File: src/rtl/imm_extend_pipe.sv
// Immediate extension unit: sign/zero/upper/branch widening of a decode
// immediate, registered behind a valid/ready handshake with a 2-entry skid.
module imm_extend_pipe #(
  parameter int IN_W  = 16,
  parameter int OUT_W = 32
) (
  input  logic             i_clk,
  input  logic             i_rst_n,
  input  logic             i_flush,
  input  logic             i_valid,
  output logic             o_ready,
  input  logic [1:0]       i_mode,
  input  logic [IN_W-1:0]  i_imm,
  output logic             o_valid,
  input  logic             i_ready,
  output logic [OUT_W-1:0] o_data
);

  localparam int PAD = OUT_W - IN_W;

  typedef enum logic [1:0] {
    EMPTY = 2'd0,
    ONE   = 2'd1,
    FULL  = 2'd2
  } state_e;

  state_e           state_q, state_d;
  logic             valid_q, valid_d;
  logic             ready_q, ready_d;
  logic [OUT_W-1:0] data_q, data_d;
  logic [OUT_W-1:0] skid_q, skid_d;

  logic             in_fire;
  logic             out_fire;
  logic [OUT_W-1:0] sext;
  logic [OUT_W-1:0] zext;
  logic [OUT_W-1:0] ext;

  assign in_fire  = i_valid & ready_q;
  assign out_fire = valid_q & i_ready;

  // Upper mode: shifting the zero-extended value by PAD both places imm
  // at the top and truncates it when OUT_W < 2*IN_W.
  always_comb begin
    sext = {{PAD{i_imm[IN_W-1]}}, i_imm};
    zext = {{PAD{1'b0}}, i_imm};
    ext  = sext;
    unique case (i_mode)
      2'b00: ext = sext;
      2'b01: ext = zext;
      2'b10: ext = zext << PAD;
      2'b11: ext = sext << 2;
      default: ext = sext;
    endcase
  end

  always_comb begin
    state_d = state_q;
    data_d  = data_q;
    skid_d  = skid_q;
    if (i_flush) begin
      state_d = EMPTY;
    end else begin
      unique case (state_q)
        EMPTY: begin
          if (in_fire) begin
            state_d = ONE;
            data_d  = ext;
          end
        end
        ONE: begin
          if (in_fire && out_fire) begin
            data_d = ext;
          end else if (in_fire) begin
            state_d = FULL;
            skid_d  = ext;
          end else if (out_fire) begin
            state_d = EMPTY;
          end
        end
        FULL: begin
          if (out_fire) begin
            state_d = ONE;
            data_d  = skid_q;
          end
        end
        default: state_d = EMPTY;
      endcase
    end
    valid_d = (state_d != EMPTY);
    ready_d = (state_d != FULL);
  end

  always_ff @(posedge i_clk) begin
    if (!i_rst_n) begin
      state_q <= EMPTY;
      valid_q <= 1'b0;
      ready_q <= 1'b1;
      data_q  <= '0;
      skid_q  <= '0;
    end else begin
      state_q <= state_d;
      valid_q <= valid_d;
      ready_q <= ready_d;
      data_q  <= data_d;
      skid_q  <= skid_d;
    end
  end

  assign o_valid = valid_q;
  assign o_ready = ready_q;
  assign o_data  = data_q;

endmodule
File: config.mk
export PLATFORM = sky130hd
export DESIGN_NAME = imm_extend_pipe
export DESIGN_NICKNAME = d
export VERILOG_FILES = /design/src/rtl/imm_extend_pipe.sv
export SDC_FILE = /design/constraint.sdc
export NUM_CORES = 1
export LEC_CHECK = 0
export CORE_MARGIN = 2
export CORE_UTILIZATION = 47
export CTS_CLUSTER_SIZE = 40
export DETAILED_ROUTE_END_ITERATION = 8
export PLACE_DENSITY = 0.74
export SYNTH_ARGS = -nofsm -noshare
export SYNTH_HDL_FRONTEND = slang
export SYNTH_SLANG_ARGS = --single-unit
File: constraint.sdc
create_clock -name i_clk -period 1.6 [get_ports i_clk]
set_clock_uncertainty 0.05 [all_clocks]
set_input_delay 0.32 -clock i_clk [delete_from_list [all_inputs] [get_ports i_clk]]
set_output_delay 0.32 -clock i_clk [all_outputs]
set_load 0.02 [all_outputs]
==> results of run 1 <==
==> through the flow <==
stage	hold WS (ns)	std cells	power, µW
floorplan	0.395	342	2150
global placement	0.396	483	2440
detailed placement	0.396	483	2450
CTS	0.365	498	3690
global route	0.378	506	3880
finish	0.374	506	3740
==> kinds of logic (layout without fill, tap and decap cells) <==
kind of cell	after synthesis	in the layout	share of synthesized area, %
AO/OA/AOI/OAI	175	175	38.2
flip-flops	68	68	43.2
buffers and inverters	38	124	5.83
multiplexers	6	6	2.06
AND/OR/NAND/NOR	55	56	10.7
==> synthesized netlist by cell type, drive strengths merged <==
cell     number
a22oi         1
nand3         1
and2b         1
dfxtp        68
a21o         14
inv           2
a31o         15
o22ai        15
and2          2
nand3b        2
mux2          4
a2111oi      15
o22a          1
nand2        19
o21bai        1
o211ai        2
nand2b        3
buf          20
o21ai        32
o211a        15
o311a         1
a21boi        2
nor2          2
mux2i         2
a21bo         1
clkbuf       16
o21a          3
nor2b        21
nor3b         2
a21oi        43
or2           1
nor3          1
o2bb2ai      14
==> what timing repair did <==
item / in CTS / in global routing
gates cloned: 0 / 6
setup endpoints to repair: 66 / 55
gates resized for setup: 61 / 25
buffers inserted: 0 / 2
hold buffers: 0 / 0
pin swaps: 2 / 9
==> final cells by class <==
| class | count | area share, % |
|---|---|---|
| repair buffers | 107 | 23.9 |
| clock inverters | 2 | 0.226 |
| clock buffers | 13 | 3.59 |
| inverters | 2 | 0.169 |
| flip-flops and latches | 68 | 30.8 |
| well taps | 77 | 2.17 |
| multi-input cells | 237 | 39.1 |
==> sequential cells by signal (all words and copies together) (netlist names) <==
name and cells:
o_data 32, skid_q 32, state_q 2, o_ready 1, o_valid 1
==> final timing paths <==
kind	slack, ns	start	to	cells after the start
setup / recovery	0.04	state_q[1]$_SDFF_PN0_	skid_q[22]$_SDFFE_PN0P_	7
hold / removal	0.37	i_rst_n	skid_q[16]$_SDFFE_PN0P_	3
setup reg to reg	0.04	state_q[1]$_SDFF_PN0_	skid_q[22]$_SDFFE_PN0P_	7
hold reg to reg	0.41	o_data[24]$_SDFFE_PN0P_	o_data[24]$_SDFFE_PN0P_	1
==> routing by layer <==
metal / global-route usage (%) / vias up / part of all wire [%]
met5: 0 / - / 0
met4: 12.3 / 0 / 2.3
met2: 35.4 / 101 / 46
li1: - / 1458 / -
met3: 4.43 / 18 / 6.2
met1: 33.1 / 1472 / 46
==> power by group <==
group	switching (µW)	internal, µW
registers	32.4	1750
logic	369	327
clock network	628	635
==> worst register-to-register path: stages, from the launching register on <==
cell       delay (ns)
dfxtp_2          0.34
nand3b_4         0.16
buf_4            0.15
nor3_4           0.22
buf_4            0.19
clkbuf_16        0.19
o21ai_1          0.08
a21oi_1          0.12
==> run metrics, run 1 <==
longest individual stage delay on the worst path=approximately 0.34 ns; sequential fraction of the synthesis area=43.2%; number of distinct standard cells referenced by the synthesized netlist=41; clock tree buffer depth=2; starting DRC count in detailed routing=between 200 and 250; transition time at the pin with the least slew margin=around 0.38 ns; count of input and output buffers=56; clock tree from TritonCTS=built; highest attainable clock frequency=roughly 640 MHz; most frequent cell on the critical path=buf_4; required arrival time at the worst endpoint=between 1.5 and 2 ns; number of nets with antenna violations after routing=0; buffering stage count on the worst path with inverters included=3; Max rail drop VDD=0.529 mV; share of the cycle needed by the critical path after routing=a little over nine tenths; final hold violation count=0; utilization of the core after routing=69.0%; highest-delay cell along the critical path=dfxtp_2; average size of a mapped cell=a little over 9 µm²; die boundary height=between 80 and 90 µm; leading cell type in the layout, fill and taps excluded=dfxtp_1; grt ovf=0; worst relative slew slack=74.7%; max-slew violation count=0; total of endpoints with negative setup slack in the final report=0; ratio of cells with drive above 1 in the final layout=between 20 and 25%; cell family with the largest share of critical-path delay=buffers and inverters; accumulated negative setup slack=0 ns; final critical-path setup slack=around 0.043 ns; crit path kind=flop to flop; initial core utilization=49.1%; relative area change from synthesis to final layout=40.5%; power density of the placed cells=845 mW/mm²; number of global-route vias before repair=2,787; # IOs=57; Max Cap Violations=0; largest area contributor in the netlist=dfxtp_1; average wire per cell in the routed design=between 15 and 20 µm; register clock-pin slew on the reported worst setup and hold paths=about 0.070 ns; DIE AREA=between 0.007 and 0.008 mm²; fill count=just over 500; final routed DRC violation total=0; cell chosen for the clock root=clkbuf_8; WP data arrival=approximately 1.8 ns; Final HPWL DP=around 5700 µm; cell area after technology mapping=0.00315 mm²; overall track demand over capacity in global routing=around a quarter; outcome=completed; final layout net count=448; crit path capture type=flop; number of iterations in the first detailed-routing pass=4; first-pass GRT wire length=13,900 µm; total of flip-flops plus latches after synthesis=68; leakage power total=0.00206 µW; routed vias=3,049; startpoint class of the critical path=flop; clock latency of the later-clocked register in the worst-skew pair=approximately 0.34 ns; Antenna diodes=0; initial antenna violation count=0; count of mapped cells out of synthesis=approximately 340; biggest area contributors in the synthesized netlist=dfxtp_1, a21oi_1, o211a_1, a2111oi_0, a31o_1; register area=around 0.0014 mm²; share of the synthesized area in the top cell type=between 40% and 50%; setup slack after placement=-0.603 ns; warnings from Yosys=0; time the worst path needs with I/O delays and setup=about 1.6 ns; floorplan core area=between 0.006 and 0.007 mm²; CTS H-tree depth=3; total CTS buffers=9; post-route cell area=0.00443 mm²; Via density=6.03; number of core rows=29; RSZ-0062 raised after global routing=true; overall routed net length=9230 µm; clock sink count=68; path class of the lowest-slack min-delay path=input pin to flop; die width=approximately 86 µm; RD Place Congestion=0.841; Post-Synthesis Net Count=365; top library cells by usage in the layout, fill and taps aside=dfxtp_1, a21oi_1, dlygate4sd2_1; maximum fanout encountered on the critical timing path=23; largest net degree at the start of global routing=48; series of cell instances along the critical path=nand3b_4 > buf_4 > nor3_4 > buf_4 > clkbuf_16 > o21ai_1 > a21oi_1; placed cell areas=~0.004 mm²; footprint of the multi-input gates=between 0.0015 and 0.002 mm²
Note: power is estimated with default switching activity, not from simulation.
==> inputs of run 2 (changes only) <==
--- a/config.mk
+++ b/config.mk
@@ -9,7 +9,7 @@
 export CORE_UTILIZATION = 47
 export CTS_CLUSTER_SIZE = 40
 export DETAILED_ROUTE_END_ITERATION = 8
-export PLACE_DENSITY = 0.74
+export PLACE_DENSITY_LB_ADDON = 0.3
 export SYNTH_ARGS = -nofsm -noshare
 export SYNTH_HDL_FRONTEND = slang
 export SYNTH_SLANG_ARGS = --single-unit
==> run 2 against run 1 <==
The flow now finishes with violations (setup timing). Core utilization rose by 11 points. Sequential power barely moved. Via count rose by 15%. First-iteration DRC count rose by 50%. Hold slack got worse by 0.0039 ns. Global-route usage rose by 5.5 points. Setup slack got worse by 0.23 ns. Non-clock buffer count rose by 37. Clock power fell by 6%. Die area did not move. Clock-buffer cell count fell by 1.
==> run metrics, run 2 (synthesized netlist as in run 1, its figures left out) <==
number of core rows=29; worst min-delay path endpoint=skid_q[6]$_SDFFE_PN0P_; Max rail drop VDD=approximately 0.50 mV; overall routed net length=roughly 12,000 µm; worst relative slew slack=between 60 and 70%; path class of the lowest-slack min-delay path=input pin to flop; Final HPWL DP=between 6000 and 7000 µm; total CTS buffers=9; fill count=slightly below 400; final hold violation count=0; clock latency of the later-clocked register in the worst-skew pair=0.34 ns; power density of the placed cells=759 mW/mm²; startpoint of the lowest-slack register-to-register path=state_q[0]$_SDFF_PN0_; first-pass GRT wire length=roughly 17,000 µm; Via density=about 6.4; RSZ-0062 raised after global routing=true; required arrival time at the worst endpoint=roughly 1.8 ns; average wire per cell in the routed design=22.3 µm; initial core utilization=about 49%; reg-to-reg critical path endpoint=o_data[14]$_SDFFE_PN0P_; CTS H-tree depth=3; # IOs=57; clock tree buffer depth=2; Worst Hold Depth=3; register clock-pin slew on the reported worst setup and hold paths=roughly 0.07 ns; highest-delay cell along the critical path=a2111oi_4; crit path kind=flop to flop; failing checks=setup timing; Register-to-Register Path Depth=7; number of global-route vias before repair=3,346; leakage power total=0.00228 µW; series of cell instances along the critical path=nand2b_4 > o22a_4 > buf_12 > buf_4 > buf_4 > a2111oi_4 > a31o_1; start point of the worst hold path=i_rst_n; highest attainable clock frequency=560 MHz; floorplan core area=0.00642 mm²; outcome=finished, violations left; clock sink count=about 70; number of nets with antenna violations after routing=0; number of buffers inserted by hold repair at cts=0; top library cells by usage in the layout, fill and taps aside=dfxtp_1, buf_4, a21oi_1, dlygate4sd2_1, nor2b_1; DIE AREA=~0.0074 mm²; clock tree from TritonCTS=built; overall track demand over capacity in global routing=approximately 29%; accumulated negative setup slack=-5.75 ns; die boundary height=approximately 86 µm; maximum fanout encountered on the critical timing path=3; RD Place Congestion=around 0.89; number of iterations in the first detailed-routing pass=7; max-slew violation count=0; buffering stage count on the worst path with inverters included=3; routed vias=roughly 3,500; Tot Pwr=3890 µW; final critical-path setup slack=-0.186 ns; share of the cycle needed by the critical path after routing=112%; most frequent cell on the critical path=buf_4; time the worst path needs with I/O delays and setup=1.79 ns; count of input and output buffers=56; starting DRC count in detailed routing=349; ratio of cells with drive above 1 in the final layout=35.1%; longest individual stage delay on the worst path=0.35 ns; die width=85.9 µm; grt ovf=0; Max Cap Violations=0; relative area change from synthesis to final layout=62.6%; Antenna diodes=0; startpoint class of the critical path=flop; initial antenna violation count=0; crit path capture type=flop; post-route cell area=0.00513 mm²; largest net degree at the start of global routing=45; final routed DRC violation total=0; cell chosen for the clock root=clkbuf_8; total of endpoints with negative setup slack in the final report=62; leading cell type in the layout, fill and taps excluded=dfxtp_1; cell family with the largest share of critical-path delay=compound AO/OA/AOI/OAI gates; WP data arrival=~2.0 ns; placed cell areas=approximately 0.0042 mm²; final layout net count=between 400 and 500; register-to-register setup slack=-0.19 ns; transition time at the pin with the least slew margin=between 0.4 and 0.5 ns
run 2: per-stage QoR:
stage	utilization (%)	setup WS, ns	instances	hold slack (ns)
6_report	79.9	-0.186	544	0.370
5_1_grt	79.9	-0.219	544	0.361
4_1_cts	75.2	-0.160	530	0.343
3_5_place_dp	65.0	-0.665	500	0.398
3_3_place_gp	65.0	-0.569	500	0.396
2_1_floorplan	-	0.0297	342	0.395
run 2: report_power, final:
part	internal (µW)	total (µW)	switching, µW
Sequential	1750	1790	37.6
Combinational	441	918	477
Clock	548	1180	636
Total	2740	3890	1150
run 2: area by class of cell:
cell class | instances | area [µm²] | area share (%)
Multi-Input combinational cell | 238 | 2020 | 39.4
Tap cell | 77 | 96.3 | 1.88
Inverter | 2 | 7.51 | 0.146
Sequential cell | 68 | 1370 | 26.6
Timing Repair Buffer | 144 | 1490 | 29.0
Clock inverter | 3 | 15.0 | 0.293
Clock buffer | 12 | 135 | 2.63
run 2: worst max path at each step:
stage               slack [ns]                       to             startpoint  cells after the start
finish                   -0.19  o_data[14]$_SDFFE_PN0P_  state_q[0]$_SDFF_PN0_                      7
global route             -0.22  skid_q[22]$_SDFFE_PN0P_  state_q[0]$_SDFF_PN0_                      8
CTS                      -0.16  o_data[31]$_SDFFE_PN0P_  state_q[0]$_SDFF_PN0_                      6
detailed placement       -0.66   o_data[9]$_SDFFE_PN0P_              i_mode[0]                      7
global placement         -0.57  o_data[10]$_SDFFE_PN0P_                i_valid                      7
floorplan                 0.03  o_data[31]$_SDFFE_PN0P_     o_valid$_SDFF_PN0_                      5
run 2: tightest hold or removal path, stage by stage:
cell,delay (ns)
buf_2,0.11
buf_12,0.15
o211a_1,0.12
run 2: timing repair:
item	4_1_cts	5_1_grt
endpoints found under the setup margin	74	48
buffers inserted	10	12
pin swaps	24	33
gates cloned	6	5
gates resized for setup	111	42
run 2: layer usage:
| metal | GRT usage [%] | share of wire (%) | wire (µm) |
|---|---|---|---|
| met5 | 0 | 0 | 0 |
| met4 | 14.0 | 4.8 | 580 |
| met1 | 37.9 | 42 | 5080 |
| met2 | 47.6 | 46 | 5560 |
| met3 | 5.10 | 7.3 | 889 |
